--- src/rtl/mem_wb_stage.sv ---
// rtl/mem_wb_stage.sv - RV32I MEM/WB pipeline register, load extension, writeback mux and retire counter
module mem_wb_stage #(
    parameter int XLEN  = 32,
    parameter int CNT_W = 64
) (
    input  logic             clk,
    input  logic             rst,
    input  logic             valid_m,
    input  logic             regwrite_m,
    input  logic [1:0]       result_src_m,
    input  logic [2:0]       funct3_m,
    input  logic [XLEN-1:0]  alu_result_m,
    input  logic [XLEN-1:0]  read_data_m,
    input  logic [XLEN-1:0]  pc_plus4_m,
    input  logic [XLEN-1:0]  imm_m,
    input  logic [4:0]       rd_m,
    input  logic             stall_w,
    input  logic             flush_w,
    output logic             we3,
    output logic [4:0]       a3,
    output logic [XLEN-1:0]  wd3,
    output logic             fwd_en,
    output logic [4:0]       fwd_rd,
    output logic [XLEN-1:0]  fwd_data,
    output logic             load_fault,
    output logic [CNT_W-1:0] instret
);

    localparam logic [1:0] SRC_ALU  = 2'b00;
    localparam logic [1:0] SRC_LOAD = 2'b01;
    localparam logic [1:0] SRC_PC4  = 2'b10;
    localparam logic [1:0] SRC_IMM  = 2'b11;

    localparam logic [2:0] F3_LB  = 3'b000;
    localparam logic [2:0] F3_LH  = 3'b001;
    localparam logic [2:0] F3_LW  = 3'b010;
    localparam logic [2:0] F3_LBU = 3'b100;
    localparam logic [2:0] F3_LHU = 3'b101;

    logic             valid_q,    valid_d;
    logic             regwrite_q, regwrite_d;
    logic [1:0]       src_q,      src_d;
    logic [2:0]       funct3_q,   funct3_d;
    logic [1:0]       off_q,      off_d;
    logic [XLEN-1:0]  alu_q,      alu_d;
    logic [XLEN-1:0]  rdata_q,    rdata_d;
    logic [XLEN-1:0]  pc4_q,      pc4_d;
    logic [XLEN-1:0]  imm_q,      imm_d;
    logic [4:0]       rd_q,       rd_d;
    logic [CNT_W-1:0] instret_q,  instret_d;

    logic [7:0]       load_byte;
    logic [15:0]      load_half;
    logic [XLEN-1:0]  load_value;
    logic             load_reserved;
    logic [XLEN-1:0]  result;

    // Flush only needs to kill valid; the payload fields are don't-care afterwards.
    always_comb begin
        valid_d    = valid_q;
        regwrite_d = regwrite_q;
        src_d      = src_q;
        funct3_d   = funct3_q;
        off_d      = off_q;
        alu_d      = alu_q;
        rdata_d    = rdata_q;
        pc4_d      = pc4_q;
        imm_d      = imm_q;
        rd_d       = rd_q;
        if (flush_w) begin
            valid_d = 1'b0;
        end else if (!stall_w) begin
            valid_d    = valid_m;
            regwrite_d = regwrite_m;
            src_d      = result_src_m;
            funct3_d   = funct3_m;
            off_d      = alu_result_m[1:0];
            alu_d      = alu_result_m;
            rdata_d    = read_data_m;
            pc4_d      = pc_plus4_m;
            imm_d      = imm_m;
            rd_d       = rd_m;
        end
    end

    // An instruction retires on the edge where it leaves the stage, so a stall defers the count.
    always_comb begin
        instret_d = instret_q;
        if (valid_q && !stall_w) begin
            instret_d = instret_q + CNT_W'(1);
        end
    end

    always_ff @(posedge clk or negedge rst) begin
        if (!rst) begin
            valid_q    <= 1'b0;
            regwrite_q <= 1'b0;
            src_q      <= 2'b00;
            funct3_q   <= 3'b000;
            off_q      <= 2'b00;
            alu_q      <= '0;
            rdata_q    <= '0;
            pc4_q      <= '0;
            imm_q      <= '0;
            rd_q       <= 5'd0;
            instret_q  <= '0;
        end else begin
            valid_q    <= valid_d;
            regwrite_q <= regwrite_d;
            src_q      <= src_d;
            funct3_q   <= funct3_d;
            off_q      <= off_d;
            alu_q      <= alu_d;
            rdata_q    <= rdata_d;
            pc4_q      <= pc4_d;
            imm_q      <= imm_d;
            rd_q       <= rd_d;
            instret_q  <= instret_d;
        end
    end

    always_comb begin
        load_byte = 8'h00;
        case (off_q)
            2'd0:    load_byte = rdata_q[7:0];
            2'd1:    load_byte = rdata_q[15:8];
            2'd2:    load_byte = rdata_q[23:16];
            default: load_byte = rdata_q[31:24];
        endcase
    end

    // Halfword select ignores off[0]; misaligned halfwords are not split across lanes.
    assign load_half = off_q[1] ? rdata_q[31:16] : rdata_q[15:0];

    always_comb begin
        load_value    = '0;
        load_reserved = 1'b0;
        case (funct3_q)
            F3_LB:   load_value = {{(XLEN-8){load_byte[7]}}, load_byte};
            F3_LH:   load_value = {{(XLEN-16){load_half[15]}}, load_half};
            F3_LW:   load_value = rdata_q;
            F3_LBU:  load_value = {{(XLEN-8){1'b0}}, load_byte};
            F3_LHU:  load_value = {{(XLEN-16){1'b0}}, load_half};
            default: load_reserved = 1'b1;
        endcase
    end

    always_comb begin
        result = alu_q;
        case (src_q)
            SRC_ALU:  result = alu_q;
            SRC_LOAD: result = load_value;
            SRC_PC4:  result = pc4_q;
            SRC_IMM:  result = imm_q;
            default:  result = alu_q;
        endcase
    end

    assign we3        = valid_q & regwrite_q & (rd_q != 5'd0);
    assign a3         = rd_q;
    assign wd3        = result;
    assign fwd_en     = we3;
    assign fwd_rd     = a3;
    assign fwd_data   = wd3;
    assign load_fault = valid_q & (src_q == SRC_LOAD) & load_reserved;
    assign instret    = instret_q;

endmodule

--- config.mk ---
export PLATFORM = sky130hd
export DESIGN_NAME = mem_wb_stage
export DESIGN_NICKNAME = d
export VERILOG_FILES = /design/src/rtl/mem_wb_stage.sv
export SDC_FILE = /design/constraint.sdc
export NUM_CORES = 1
export LEC_CHECK = 0
export CAP_MARGIN = 20
export CORE_MARGIN = 4
export CORE_UTILIZATION = 48
export CTS_CLUSTER_DIAMETER = 30
export DETAILED_ROUTE_END_ITERATION = 10
export PLACE_DENSITY = 0.81
export SLEW_MARGIN = 20
export SYNTH_ARGS = -nofsm -noshare
export SYNTH_HDL_FRONTEND = slang
export SYNTH_SLANG_ARGS = --single-unit
--- constraint.sdc ---
create_clock -name clk -period 3 [get_ports clk]
set_clock_uncertainty 0.15 [all_clocks]
set_input_delay 0.6 -clock clk [delete_from_list [all_inputs] [get_ports clk]]
set_output_delay 0.6 -clock clk [all_outputs]
set_load 0.01 [all_outputs]
Word level (Yosys, flattened, before mapping)
Index checks and enable logic that the tools add are counted.
{"block": "classes", "addsub": 1, "eq_ne": 10, "mux": 7, "bitwise_logic": 6, "n_reduce_logical": 8}
{"op": "32-bit case mux with 5 select lines", "count": 1}
{"op": "32-bit case mux with 4 select lines", "count": 1}
{"op": "64-bit by 1-bit adder with 64-bit output (second input constant)", "count": 1}
{"op": "8-bit case mux with 3 select lines", "count": 1}
{"op": "16-bit two-way mux", "count": 1}
{"op": "2-bit equality test (second input constant)", "count": 3}
{"op": "3-bit equality test (second input constant)", "count": 2}
{"op": "5-bit nonzero test", "count": 1}
{"op": "5-bit OR reduction", "count": 1}
{"op": "1-bit bitwise AND", "count": 4}
{"op": "2-bit by 1-bit equality test with 1-bit output (second input constant)", "count": 2}
{"op": "2-bit logical NOT", "count": 2}
{"op": "3-bit by 1-bit equality test with 1-bit output (second input constant)", "count": 1}
{"op": "3-bit by 2-bit equality test with 1-bit output (second input constant)", "count": 1}
{"op": "3-bit logical NOT", "count": 1}
{"op": "1-bit two-way mux", "count": 3}
{"op": "2-bit by 1-bit != test with 1-bit output (second input constant)", "count": 1}
{"op": "1-bit NOT", "count": 2}
{"op": "2-bit AND reduction", "count": 1}
{"op": "1-bit logical AND", "count": 1}
{"op": "1-bit logical NOT", "count": 1}
{"block": "word_totals", "ff_bits": 206, "wordCells": 43}

Longest topological paths before layout
Gate-level depths: netlist of the first run.
{"block": "depth", "depth_word": 4, "depth_mapped": 9, "depth_no_buf": 6}

Least setup slack after synthesis of the first run
No wires, ideal clock.
{"block": "synth_timing", "path_type": "reg2out", "start": "register funct3_q[0]", "end": "output port wd3[17]", "t_arrival_ps": 2200, "setup_slack_ps": 50, "path_stages_with_launch": 10, "path_cell_list": "dfrtp_1 clkbuf_1 o21a_1 nor3b_1 nor2b_1 buf_2 buf_2 o22ai_1 nor2_1 buf_4"}
{"block": "synth_between", "elab_chain_len": 3}
{"item": "start, declared", "line": "43", "source": "logic [2:0] funct3_q, funct3_d;"}
{"item": "start signal, assigned", "line": "111", "source": "funct3_q <= funct3_d;"}
{"item": "3-bit equality test (tied with other cells)", "line": "138", "source": "case (funct3_q)"}
{"item": "32-bit case mux with 5 select lines (*)", "line": "138"}
{"item": "32-bit case mux with 4 select lines (*)", "line": "150", "source": "case (src_q)"}
{"item": "end, declared", "line": "21", "source": "output logic [XLEN-1:0] wd3,"}
Every way passes the cells marked *; elsewhere a longest branch is shown, timed or not.

==> results of run 1 <==
-- cells by family (layout without fill, tap and decap cells) --
kind of cell,Yosys count,after routing,share of synthesized area [%]
simple gates,238,238,12.46
flops,204,204,51.18
mux,142,142,16.21
compound gates,139,139,8.956
buf+inv,102,465,5.544
xor+xnor,63,63,5.532
fa+ha+maj,1,1,0.1254
other cells,0,2,0
-- layout by cell type, fill, tap and decap left out, types with 15 or more instances in the layout --
master,count
buf_6,36
a21oi_2,15
buf_2,49
inv_1,15
clkbuf_16,46
nand2_1,61
dfrtp_1,199
nor2b_1,20
xnor2_1,25
buf_4,51
nand3_1,15
nor2_2,16
nor2_1,49
clkdlybuf4s50_1,219
xor2_1,38
a21oi_1,23
mux2_2,136
-- timing repair --
action,4_1_cts,5_1_grt
endpoints found under the hold margin,67,0
resized for setup,275,166
buffers inserted,27,17
setup endpoints to repair,64,64
hold buffers,1,0
gates cloned,4,1
pin swaps,39,55
-- metal layers --
layer	wire, um	part of all wire [%]	global-route usage [%]	up-vias
met4	2238	6.1	13.06	2
met5	11	0.030	0	-
li1	-	-	-	3812
met1	13260	36	33.73	4343
met3	3682	10	9.685	172
met2	17280	47	44.39	611
-- through the flow --
step                cell area [um2]  setup slack, ns  cells  power, mW  utilization, %
floorplan                      9975          0.04978    889      4.565               -
global placement              13140          0.03873   1403      5.676           64.53
detailed placement            13140          0.01212   1403      5.720           64.53
CTS                           14840          -0.1950   1509      10.24           72.86
global route                  15380          -0.3060   1524      11.08           75.52
finish                        15380          -0.2337   1524      10.73           75.52
-- state kept, by name (all words and copies together), names as in the netlist --
name and flops:
a3 5, alu_q 31, funct3_q 3, imm_q 32, instret 64, off_q 1
pc4_q 32, rdata_q 32, regwrite_q 1, src_q 2, valid_q 1
-- how the worst max path moves through the flow --
stage | endpoint | cells after the start
floorplan | wd3[17] | 9
global placement | wd3[7] | 6
detailed placement | fwd_data[2] | 6
CTS | fwd_data[18] | 7
global route | wd3[7] | 6
finish | fwd_data[7] | 6
-- final cells by class --
cell class	count	area [um2]	share of cell area, %
inverters	16	63.81	0.4149
diodes	2	5.005	0.03254
flip-flops and latches	204	5111	33.23
clock inverters	12	97.59	0.6346
repair buffers	375	3535	22.98
clock buffers	62	1260	8.192
well taps	270	337.8	2.197
multi-input cells	583	4970	32.31
-- power groups by stage --
stage	clock [mW]	combinational [mW]	sequential, mW
after floorplan	0	1.29	3.27
after global placement	0	2.33	3.35
after detailed placement	0	2.36	3.36
after CTS	4.46	2.44	3.34
after global routing	4.62	3.03	3.42
final	4.42	2.91	3.40
==> results.cfg, run 1 <==
[synthesis]
ys_ff_latch = 204
synth_most_common_cell = dfrtp_1
syn_inst = 889
avgSynthCellArea_um2 = 11.22
yosys-top-cells-count = dfrtp_1 (204), mux2_2 (136), nor2_1 (67), nand2_1 (62), a21oi_1 (42)
yosysTopAreaCell = dfrtp_1
synth_area_leaders = dfrtp_1 (51%), mux2_2 (15%), xor2_1 (3.3%)
async_reset_ff_share_pct = 100.0
yosys.area.top_type_share_pct = 51.18
synth_area_um2 = 9975
synthFlopType = dfrtp_1
synth_fp_nets = 1034
synth_edf_count = 0
ys_types = 48
yosysSeqAreaShare_pct = 51.18
yosysWarnings = 0

[clock_network]
cts_tree = yes
cts_buffers = 44
cts.path.max_buffers = 3
cts_sinks = 204
clk_pin_slew_worst_paths_ns = 0.05
clkLatencyLatePin_ns = 0.50
cts_root_buf = clkbuf_16
ctsHtreeMaxLevel = 2

[final_layout]
n_fill_cell = 1206
fin_nets = 1369
syn2layout_area_growth_pct = 54.19
drive_above_1_share_pct = 38.02

[global_route]
first_global_vias = 9085
grt_overflow = 0
grt_max_degree = 73
antenna_found_initial = 3
grt_first_pass_wirelength_mm = 51.48
grt_usage_pct = 27.70

[drt]
drt_pass1_iterations = 5
via_per_inst = 5.866
wl_per_cell_um = 23.93
drc = 0
drt-total-wl_mm = 36.47
drtAntennaViolNets = 0
vias = 8940
drt_iter0_markers = 603

[hold_path]
hold_path_end = instret[63]$_DFFE_PN0P_
whs_path_depth = 1
hold_start = instret[63]$_DFFE_PN0P_
hp-class = reg -> reg

[timing]
setup_tns_ns = -5.330
worst_slew_pin_slew_ns = 0.6376
max_freq_ghz = 0.3092
hold_violations = 0
rsz0062_at_grt = yes
slew_headroom_pct = 57.49
setup_violations = 59
period_needed_ns = 3.234
slew_violations = 0
worst_slack_ns = -0.2337
whs_ns = 0.3101
timing.final.crit_share_pct = 107.8

[critical_path]
r2r-start = instret[38]$_DFFE_PN0P_
cp-end-kind = output pin
crit_arrival_ns = 2.48
path_buf_inv = 1
path_max_fanout = 3
slowest_delay_ns = 0.58
critPathRequiredTime_ns = 2.25
start_kind = flop
cp_cell_sequence = mux4_2 -> and2_4 -> a221o_1 -> a221oi_2 -> nor2_1 -> buf_2
critPathKind = reg -> out
rr_worst_depth = 5
cpLargestDelayFamily = multiplexers
worstReg2RegEnd = instret[63]$_DFFE_PN0P_
crit_start = alu_q[1]$_DFFE_PN0P_
cpMaxStageDelayCell = mux4_2
reg2reg_slack_ns = 0.48

[placed_design]
dpl.hpwl_mm = 22.10
gp_congestion = 0.9585
port_buffers = 284

[floorplan]
core_um2 = 20360
dieArea_um2 = 23150
num_io_pins = 285
die_h_um = 152.2
num_rows = 52
start_util_pct = 48.98
die_width_um = 152.2

[pwr]
power.density_nw_per_um2 = 697.4
pwr-share-clk_pct = 41.2
seq_power_share_pct = 31.7
switchingPower_mw = 3.271
ir_drop_v = 0.0004350
p_int_mw = 7.455
sw_frac_of_total_pct = 30.49
p_leak_nw = 6.607
combinationalPowerShare_pct = 27.1

[outcome]
failed_checks = negative setup slack
status = finished, violations left

[job]
drv_cap = 0
(Power assumes the default switching activity.)
==> run 2: changes to the inputs <==
Settings changed: CTS_CLUSTER_SIZE set to 10, SETUP_SLACK_MARGIN set to 0.05.
==> run 2 against run 1 <==
Net effect:
- the run still ends with negative setup slack left
- sequential share of layout area fell by 0.69 points
- combinational power about the same
- total power up 8.7%
- cell area grew 2.2%
- wire length rose by 5.1%
- die area did not move
- worst setup slack worse by 0.062 ns
- via count rose by 2.6%
==> results.cfg, run 2 (synthesis gave the netlist of run 1 again) <==
[drt]
drtAntennaViolNets = 0
vias = 9176
via_per_inst = 5.943
drt-total-wl_mm = 38.32
drt_iter0_markers = 693
drt_pass1_iterations = 5
drc = 0
wl_per_cell_um = 24.82

[critical_path]
critPathRequiredTime_ns = 2.25
cp-end-kind = output pin
reg2reg_slack_ns = 0.43
path_max_fanout = 8
crit_start = alu_q[1]$_DFFE_PN0P_
crit_end = fwd_data[3]
crit_arrival_ns = 2.55
rr_worst_depth = 5
worstReg2RegEnd = instret[63]$_DFFE_PN0P_
critPathKind = reg -> out
start_kind = flop
r2r-start = instret[28]$_DFFE_PN0P_

[pwr]
ir_drop_v = 0.0004612
power.density_nw_per_um2 = 741.7
sw_frac_of_total_pct = 30.06
seq_power_share_pct = 29.2
combinationalPowerShare_pct = 25.1
switchingPower_mw = 3.503
p_int_mw = 8.151
p_total_mw = 11.65
p_leak_nw = 6.779
pwr-share-clk_pct = 45.7

[timing]
timing.final.crit_share_pct = 109.8
max_freq_ghz = 0.3035
worst_slack_ns = -0.2953
hold_violations = 0
slew_violations = 0
setup_violations = 51
worst_slew_pin_slew_ns = 0.5474
period_needed_ns = 3.295
slew_headroom_pct = 63.51
setup_tns_ns = -8.739
rsz0062_at_grt = yes
whs_ns = 0.3156

[clock_network]
clk_pin_slew_worst_paths_ns = 0.04
ctsHtreeMaxLevel = 2
cts_sinks = 204
cts_root_buf = clkbuf_16
cts_buffers = 47
cts.path.max_buffers = 3
clkLatencyLatePin_ns = 0.52
cts_tree = yes

[job]
drv_cap = 0

[floorplan]
core_um2 = 20360
die_h_um = 152.2
die_width_um = 152.2
num_io_pins = 285
start_util_pct = 48.98
dieArea_um2 = 23150
num_rows = 52

[hold_path]
hold_start = instret[63]$_DFFE_PN0P_
hp-class = reg -> reg
whs_path_depth = 1

[outcome]
status = finished, violations left
failed_checks = negative setup slack

[placed_design]
pre_cts_ws_ns = -0.007269
gp_congestion = 0.9203
dpl.hpwl_mm = 22.01
port_buffers = 284
postPlaceCellArea_um2 = 13190

[global_route]
grt_first_pass_wirelength_mm = 54.45
grt_max_degree = 64
first_global_vias = 9577
grt_overflow = 0
antenna_found_initial = 2
grt_usage_pct = 29.39

[final_layout]
drive_above_1_share_pct = 38.81
fin_area_um2 = 15710
fin_nets = 1380
final_common_cell = clkdlybuf4s50_1
final_cell_mix = clkdlybuf4s50_1 (217), dfrtp_1 (198), mux2_2 (136), nand2_1 (61), buf_4 (60)
syn2layout_area_growth_pct = 57.51
largest_reg_flops = 64
[run 2: worst min path at each step]
stage / to / slack [ns]
global route: instret[63]$_DFFE_PN0P_ / 0.34
CTS: instret[63]$_DFFE_PN0P_ / 0.32
detailed placement: instret[63]$_DFFE_PN0P_ / 0.31
finish: instret[63]$_DFFE_PN0P_ / 0.32
global placement: instret[63]$_DFFE_PN0P_ / 0.31
floorplan: a3[0]$_DFFE_PN0P_ / 0.15
[run 2: critical path, cell delays in order (launching register included)]
cell      delay (ns)
dfrtp_2         0.41
buf_4           0.15
buf_12          0.13
buf_12          0.15
o32ai_4         0.32
a21oi_2         0.10
a221oi_2        0.33
nor2_1          0.14
buf_4           0.17
buf_6           0.11
[run 2: power by group through the flow]
stage	Combinational [mW]	Clock [mW]	Sequential (mW)
6_report	2.92	5.33	3.40
2_1_floorplan	1.29	0	3.27
5_1_grt	3.05	5.52	3.42
4_1_cts	2.47	5.30	3.34
3_3_place_gp	2.33	0	3.35
3_5_place_dp	2.37	0	3.35
[run 2: layer usage]
| metal | share of wire (%) | track usage [%] |
|---|---|---|
| met4 | 6.5 | 13.27 |
| met1 | 36 | 34.92 |
| met5 | 0.042 | 0 |
| met2 | 47 | 48.96 |
| met3 | 10 | 9.458 |
[run 2: cell type report]
cell class	count	area, um2
multi-input cells	583	4951
fillers	1144	4653
inverters	16	60.06
well taps	270	337.8
diodes	1	2.502
clock inverters	28	350.3
clock buffers	59	1304
repair buffers	383	3593
flip-flops and latches	204	5112
[run 2: repair_timing]
action                                  CTS  global route
gates resized for setup                 334            94
endpoints found under the setup margin   64            66
setup buffers                            24            25
endpoints found under the hold margin    58             0
hold buffers                              1             0
gates cloned                              3             0
pin swaps                                57            41
[run 2: through the flow]
stage | instances | utilization [%]
3_5_place_dp | 1406 | 64.76
3_3_place_gp | 1406 | 64.76
2_1_floorplan | 889 | -
4_1_cts | 1521 | 74.67
6_report | 1544 | 77.15
5_1_grt | 1544 | 77.15
